--- config.mk ---
export PLATFORM = sky130hd
export DESIGN_NAME = ascii_calc_nd
export DESIGN_NICKNAME = d
export VERILOG_FILES = /design/src/rtl/ascii_calc_nd.sv
export SDC_FILE = /design/constraint.sdc
export NUM_CORES = 1
export LEC_CHECK = 0
export BUFFER_PORTS_ARGS = -buffer_cell sky130_fd_sc_hd__buf_2
export CAP_MARGIN = 0
export CELL_PAD_IN_SITES_DETAIL_PLACEMENT = 0
export CELL_PAD_IN_SITES_GLOBAL_PLACEMENT = 1
export CORE_MARGIN = 2
export CORE_UTILIZATION = 52
export CTS_BUF_LIST = sky130_fd_sc_hd__clkbuf_8
export DETAILED_ROUTE_END_ITERATION = 8
export PLACE_DENSITY = 0.89
export SLEW_MARGIN = 40
export SYNTH_ARGS = -nofsm -noshare
export SYNTH_HDL_FRONTEND = slang
export SYNTH_SLANG_ARGS = --single-unit
--- constraint.sdc ---
create_clock -name clk12m -period 2.6 [get_ports clk12m]
set_input_delay 0.52 -clock clk12m [delete_from_list [all_inputs] [get_ports clk12m]]
set_output_delay 0.52 -clock clk12m [all_outputs]
set_load 0.005 [all_outputs]
--- src/rtl/ascii_calc_nd.sv ---
// ASCII hex calculator core: NDIG-digit operands, '+'/'-' operator, digit echo and
// result characters queued through a small TX FIFO; {carry/borrow, result} shown on leds.
module ascii_calc_nd #(
    parameter int NDIG     = 1,
    parameter int TXQ_LOG2 = 2
) (
    input  logic              clk12m,
    input  logic              rst_n,
    input  logic [7:0]        rx_data,
    input  logic              rx_data_rdy,
    input  logic              tx_ready,
    output logic [7:0]        tx_data,
    output logic              tx_data_rdy,
    output logic [4*NDIG:0]   leds,
    output logic              err
);

    localparam int W     = 4 * NDIG;
    localparam int DEPTH = 1 << TXQ_LOG2;
    localparam int CW    = (NDIG > 1) ? $clog2(NDIG) : 1;

    typedef enum logic [2:0] {S_OP1, S_OP2, S_OPR, S_CALC, S_SEND} state_t;

    state_t                state, state_next;
    logic [CW-1:0]         cnt;
    logic [W-1:0]          op1, op2;
    logic                  op_sub;
    logic                  pend_vld;
    logic [7:0]            pend_byte;

    logic [7:0]            mem [DEPTH];
    logic [TXQ_LOG2-1:0]   wr_ptr, rd_ptr;
    logic [TXQ_LOG2:0]     fifo_cnt;
    logic [TXQ_LOG2+1:0]   occ;

    logic                  is_digit, is_esc, last;
    logic                  take_digit, take_op, esc, drop, send_push;
    logic                  fifo_full, dig_full, pop, push;
    logic [7:0]            wr_byte, res_char;
    logic [3:0]            res_nib;
    logic [W:0]            res_calc;

    assign is_digit  = (rx_data[7:4] == 4'h3);
    assign is_esc    = (rx_data == 8'h1B);
    assign last      = (cnt == CW'(NDIG - 1));
    assign fifo_full = (fifo_cnt == (TXQ_LOG2+1)'(DEPTH));
    // A digit accepted last cycle still occupies a slot until it is written.
    assign occ       = {1'b0, fifo_cnt} + {{(TXQ_LOG2+1){1'b0}}, pend_vld};
    assign dig_full  = (occ >= (TXQ_LOG2+2)'(DEPTH));
    assign pop       = (fifo_cnt != '0) && tx_ready && !tx_data_rdy;
    assign res_calc  = op_sub ? ({1'b0, op1} - {1'b0, op2}) : ({1'b0, op1} + {1'b0, op2});

    always_comb begin
        res_nib = 4'h0;
        for (int i = 0; i < NDIG; i++) begin
            if (cnt == CW'(i)) res_nib = leds[W-1-4*i -: 4];
        end
        res_char = {((cnt == '0) && leds[W]) ? 4'h5 : 4'h3, res_nib};
    end

    always_ff @(posedge clk12m or negedge rst_n) begin
        if (!rst_n) state <= S_OP1;
        else        state <= state_next;
    end

    always_comb begin
        state_next = state;
        take_digit = 1'b0;
        take_op    = 1'b0;
        esc        = 1'b0;
        drop       = 1'b0;
        send_push  = 1'b0;
        case (state)
            S_OP1, S_OP2: begin
                if (rx_data_rdy) begin
                    if (is_esc) begin
                        esc        = 1'b1;
                        state_next = S_OP1;
                    end else if (is_digit) begin
                        if (dig_full) begin
                            drop = 1'b1;
                        end else begin
                            take_digit = 1'b1;
                            if (last) state_next = (state == S_OP1) ? S_OP2 : S_OPR;
                        end
                    end
                end
            end
            S_OPR: begin
                if (rx_data_rdy) begin
                    if (is_esc) begin
                        esc        = 1'b1;
                        state_next = S_OP1;
                    end else if (rx_data == 8'h2B || rx_data == 8'h2D) begin
                        take_op    = 1'b1;
                        state_next = S_CALC;
                    end
                end
            end
            S_CALC: begin
                drop       = rx_data_rdy;
                state_next = S_SEND;
            end
            S_SEND: begin
                drop = rx_data_rdy;
                if (!fifo_full || pop) begin
                    send_push = 1'b1;
                    if (last) state_next = S_OP1;
                end
            end
            default: state_next = S_OP1;
        endcase
    end

    always_ff @(posedge clk12m or negedge rst_n) begin
        if (!rst_n) begin
            cnt       <= '0;
            op1       <= '0;
            op2       <= '0;
            op_sub    <= 1'b0;
            pend_vld  <= 1'b0;
            pend_byte <= 8'h00;
            leds      <= '0;
            err       <= 1'b0;
        end else begin
            pend_vld <= take_digit;
            if (take_digit) begin
                pend_byte <= rx_data;
                if (state == S_OP1) op1 <= (op1 << 4) | W'(rx_data[3:0]);
                else                op2 <= (op2 << 4) | W'(rx_data[3:0]);
            end
            if (take_digit || send_push) cnt <= last ? '0 : cnt + 1'b1;
            if (esc) begin
                cnt <= '0;
                err <= 1'b0;
            end
            if (drop)    err    <= 1'b1;
            if (take_op) op_sub <= (rx_data == 8'h2D);
            if (state == S_CALC) leds <= res_calc;
        end
    end

    // Digit echoes and result characters never contend: the last echo is written
    // well before the first result character is produced.
    assign wr_byte = pend_vld ? pend_byte : res_char;
    assign push    = (pend_vld || send_push) && (!fifo_full || pop);

    always_ff @(posedge clk12m) begin
        if (push) mem[wr_ptr] <= wr_byte;
    end

    always_ff @(posedge clk12m or negedge rst_n) begin
        if (!rst_n) begin
            wr_ptr      <= '0;
            rd_ptr      <= '0;
            fifo_cnt    <= '0;
            tx_data     <= 8'h00;
            tx_data_rdy <= 1'b0;
        end else begin
            if (push) wr_ptr <= wr_ptr + 1'b1;
            tx_data_rdy <= pop;
            if (pop) begin
                tx_data <= mem[rd_ptr];
                rd_ptr  <= rd_ptr + 1'b1;
            end
            case ({push, pop})
                2'b10:   fifo_cnt <= fifo_cnt + 1'b1;
                2'b01:   fifo_cnt <= fifo_cnt - 1'b1;
                default: fifo_cnt <= fifo_cnt;
            endcase
        end
    end

endmodule

# After elaboration in Yosys (flattened, before gate mapping)
# Memories as Yosys holds them, arrays and structs flattened. A register that Yosys moved wholly into a read port is not among the register bits.
# Index checks and enable logic that the tools add are counted.
# word_totals
ram_bits	32
in_bits	12
wordCells	109
reg_bits	36
output_inout_bits	15
mem_count	1
# classes
bitwise	2
reduce_logical	22
eq_ne	19
n_addsub	8
mux	43
order_cmp	1
# mem_list
memory	depth	width	read_ports	rd_clocked_by_memory_dff	write_ports	line_no	text
mem	4	8	1	1	1	31	logic [7:0] mem [DEPTH];
# op_table
operator	n
$mux W3	11
$mux W1	25
$eq A8 B6 Y1 const B	2
$ne A3 B3 Y1 const B	4
$pmux W3 S4	1
$eq A8 B5 Y1 const B	1
$mux W8	1
$ne A2 B2 Y1 const B	4
$reduce_and A8 Y1	1
$eq A3 B2 Y1 const B	2
$eq A3 B3 Y1 const B	2
$pmux W3 S2	1
$reduce_bool A2 Y1	3
$add A4 B4 Y5	1
$mux W5	1
$sub A4 B4 Y5	1
$add A2 B1 Y2 const B	2
$add A3 B1 Y4	1
$eq A4 B2 Y1 const B	1
$ge A4 B3 Y1 const B	1
$logic_and A1 B1 Y1	4
$logic_or A1 B1 Y1	4
$mux W4	1
$reduce_and A2 Y1	2
14 further kinds	18

# Logic depth before layout (Yosys ltp)
# logic_depth
word_depth	10
mapped_depth	11
depth_no_buf	10

# Worst setup path before layout
# OpenSTA, ideal clock, no wires.
# synth_path
kind	input to register
start	input tx_ready
end	register fifo_cnt[2]
arrival_ps	1988
setup_time_ps	79
path_buffers	1
setup_slack_ps	532
stages	9
path_cell_list	nand2b_1 > nor2_1 > buf_2 > ha_1 > inv_1 > fa_1 > xor2_1 > nor2_1 > xor2_1
# synth_between
elab_chain_len	9
# synth_lines
item	line_no	text
start, declared	11	input logic tx_ready,
$logic_and A1 B1 Y1 * (2 in series)	50	assign pop = (fifo_cnt != '0) && tx_ready && !tx_data_rdy;
via pop	38	logic fifo_full, dig_full, pop, push;
$logic_or A1 B1 Y1	106, 146	
$mux W1	106	if (!fifo_full || pop) begin
$mux W1	73	case (state)
$logic_or A1 B1 Y1	146	assign push = (pend_vld || send_push) && (!fifo_full || pop);
$logic_and A1 B1 Y1	146	
$eq A2 B1 Y1 or $eq A2 B2 Y1 (tied branches)	166	case ({push, pop})
$pmux W3 S2 or $reduce_bool A2 Y1 (tied branches)	-	
end signal, assigned	167	2'b10: fifo_cnt <= fifo_cnt + 1'b1;
end signal, assigned	168	2'b01: fifo_cnt <= fifo_cnt - 1'b1;
end signal, assigned	169	default: fifo_cnt <= fifo_cnt;
end, declared	33	logic [TXQ_LOG2:0] fifo_cnt;
# Mark *: on every way through the listed nets, which the timed path passes. The rest lies on a longest branch.
# A chain may end at the register's enable or synchronous reset.

# Worst setup path after layout
# layout_path
start	register state[2]
end	register fifo_cnt[2]
# layout_between
elab_chain_len	6
# layout_lines
item	line_no	text
start, declared	24	state_t state, state_next;
start signal, assigned	63	else state <= state_next;
$eq A3 B3 Y1 *	73	
$mux W1 *	73	
$logic_or A1 B1 Y1 *	146	
$logic_and A1 B1 Y1 *	146	
$eq A2 B1 Y1 or $eq A2 B2 Y1 (tied branches)	166	
$pmux W3 S2 or $reduce_bool A2 Y1 (tied branches)	-	
# Mark *: on every way between the ends. The rest lies on a longest branch, timed or not.

==> results by group <==
Synth
  • Primary FF master, synth: dfrtp_1
  • Post-synthesis sequential area ratio: 59.11%
  • Syn_nets: 263
  • Yosys warnings: 0
  • Synthesized cell area: 3446 sq um
  • Distinct cells, synth: 50
  • Cells after Synth: 239
  • Ys async rst share: 57.33%
  • Synthesized area per cell: 14.42 sq um
  • #FFs+latches synth: 75
  • Number of flops mapped to enable cells by yosys: 32

Die
  • Core box area: 6386 sq um
  • Die height: 85.41 um
  • Die W: 85.41 um
  • Io pins: 27
  • Initial Utilization: 53.96%
  • Row count: 29
  • DIE AREA: 7294 sq um

STA
  • # setup viols final: 0
  • Max-slew headroom: 62.53%
  • Least-Margin Pin Slew: 0.5621 ns
  • Unrepaired setup endpoints after global routing: no
  • Post-Route Skew: 0.007056 ns
  • Minimum clock period: 2.134 ns
  • F_max: 0.4687 GHz
  • Fin crit share: 82.06%
  • Fin. max-slew vios: 0
  • Final Hold Violating Endpoints: 0
  • Total negative setup slack: 0 ns

Global routing
  • Tot GR Track Use: 17.68%
  • Largest net degree at the start of global routing: 27
  • Vias in the first global route: 1916
  • First-pass GRT wire length: 9756 um
  • Global route total overflow: 0
  • Initial antenna violation count: 0

Final layout
  • Final cell count without fillers: 354
  • Layout cell share with drive strength beyond 1: 30.69%
  • Fin nets: 296
  • Area Overhead vs Synth: 11.69%
  • Design area: 3849 sq um
  • Inserted Diodes: 0

Drt
  • Initial drt markers: 80
  • ANT nets after route: 0
  • DR WL/cell: 15.76 um
  • Routed WL: 5580 um
  • Via density: 5.390
  • Total vias in the final route: 1908
  • DRC: 0
  • TritonRoute pass-1 iters: 4

Clock network
  • Post-CTS Hold Fix Bufs: 0
  • Clock Latency Late Sink: 0.35 ns
  • CTS Root Cell: clkbuf_8
  • Htree depth: 3
  • Num CTS Buffers: 9
  • CTS sink cnt: 75
  • Post-CTS setup buffer count: 0
  • Clock slew at reported path FFs: 0.08 ns
  • Post-CTS resize count: 0
  • CTS tree: done
  • Clock tree buffer depth: 2

Setup path
  • Slowest cell on the critical path: dfrtp_1
  • Reg-to-Reg Start: state[2]
  • Max FO, Critical Path: 9
  • Crit. End Element: flip-flop
  • CP Cell Sequence: nor3b_2, nor2_1, a31oi_4, inv_1, ha_1, inv_1, fa_1, xor2_1, nor2_1, xor2_1
  • CP Class: flip-flop to flip-flop
  • CP arrival: 2.41 ns
  • Setup crit start kind: flip-flop
  • CP Data Required Time: 2.88 ns
  • CP Launch Point: state[2]
  • Crit path largest cell delay: 0.48 ns

Placement
  • HPWL Detailed: 4004 um
  • GP Congestion: 0.8300
  • Placed cell area: 3650 sq um
  • Placed Cells incl. Taps: 338
  • PortBufs: 26

Outcome
  • Status: finished, final reports clean

Power and ir drop
  • P per Cell Area: 1026 nW/um^2
  • Peak supply drop: 0.0006434 V
  • Overall Power: 3.948 mW
  • LEAKAGE: 1.602 nW

Job
  • Maxcap violations: 0

Min path
  • Hold crit path type: input port to async pin
stage by stage:
stage | util [%] | hold WS, ns | setup slack [ns]
floorplan | - | 0.2244 | 0.5324
global placement | 57.15 | 0.4243 | 0.5393
detailed placement | 57.15 | 0.4282 | 0.4907
CTS | 60.27 | 0.1012 | 0.4659
global route | 60.27 | 0.1120 | 0.2554
finish | 60.27 | 0.09829 | 0.4664
where the power goes:
group / internal, mW / leakage, nW / total (mW) / switching (mW)
combinational: 0.662 / 0.691 / 1.21 / 0.544
clock: 0.448 / 0.0939 / 0.894 / 0.446
sequential: 1.56 / 0.816 / 1.85 / 0.289
total: 2.67 / 1.60 / 3.95 / 1.28
cell usage in the layout, fill, tap and decap left out, types with 3 or more instances in the layout:
cell type / n
a21oi_1: 3
xnor2_1: 7
nand2_1: 18
clkbuf_8: 9
mux2_2: 19
nand4_1: 3
buf_2: 26
and2_1: 9
buf_4: 3
edfxtp_1: 32
nor2_1: 10
inv_1: 14
o21ai_0: 8
xor2_1: 4
mux4_2: 8
dfrtp_1: 43
ha_1: 10
mux2_4: 4
mux2i_1: 4
cell families (layout without fill, tap and decap cells):
logic type                 after synthesis  after routing  synth area share [%]
and+or+nand+nor                         59             59                 10.06
AOI/OAI and AO/OA                       24             24                 5.628
xor gates and xnor gates                11             11                 2.796
adders and majority gates               12             12                 4.793
buffers and inverters                   22             60                 2.941
DFF                                     75             75                 59.11
muxes                                   36             36                 14.67
sequential cells by signal, summed over array words and instances, names as in the netlist:
register / count
err: 1
fifo_cnt: 3
leds: 5
mem: 32
op1: 4
op2: 4
op_sub: 1
pend_byte: 8
pend_vld: 1
rd_ptr: 2
state: 3
tx_data: 8
tx_data_rdy: 1
wr_ptr: 2
critical path, delay by kind of cell, from the launching register on:
family	cells	cell delay, ns
and+or+nand+nor	3	0.51
DFF	1	0.48
buffers and inverters	2	0.15
AOI/OAI and AO/OA	1	0.08
adders and majority gates	2	0.55
xor gates and xnor gates	2	0.30
cell type report:
class,instances,area [sq um]
Sequential cell,75,2037
Clock inverter,7,75.07
Fill cell,494,2537
Timing Repair Buffer,29,152.6
Multi-Input combinational cell,142,1308
Clock buffer,9,123.9
Tap cell,77,96.34
Inverter,15,56.30
synthesized netlist by cell type (all sizes together), types with 6 or more instances:
library cell	number	area (sq um)
and2	9	56.30
buf	6	41.28
dfrtp	43	1076
edfxtp	32	960.9
ha	10	125.1
inv	15	56.30
mux2	24	285.3
mux4	8	180.2
nand2	19	78.82
nor2	11	57.56
o21ai	8	40.04
xnor2	7	61.31
path summary, 6_finish.rpt:
path                                     end  slack (ns)  cells after the start
worst min register to register  pend_byte[5]        0.45                      2
worst max-delay path             fifo_cnt[2]        0.47                     10
max in group asynchronous        fifo_cnt[0]        1.80                      2
worst min-delay path              tx_data[4]         0.1                      1
worst max register to register   fifo_cnt[2]        0.47                     10
min in group clk12m             pend_byte[5]        0.45                      2
per-layer routing:
| layer | vias up | global-route usage [%] | wire [um] |
|---|---|---|---|
| li1 | 926 | - | - |
| met1 | 927 | 23.62 | 2496 |
| met2 | 45 | 28.20 | 2789 |
| met3 | 10 | 5.058 | 215 |
| met4 | 0 | 5.628 | 78 |
| met5 | - | 0 | 0 |
Power figures use the tool's default switching activity.
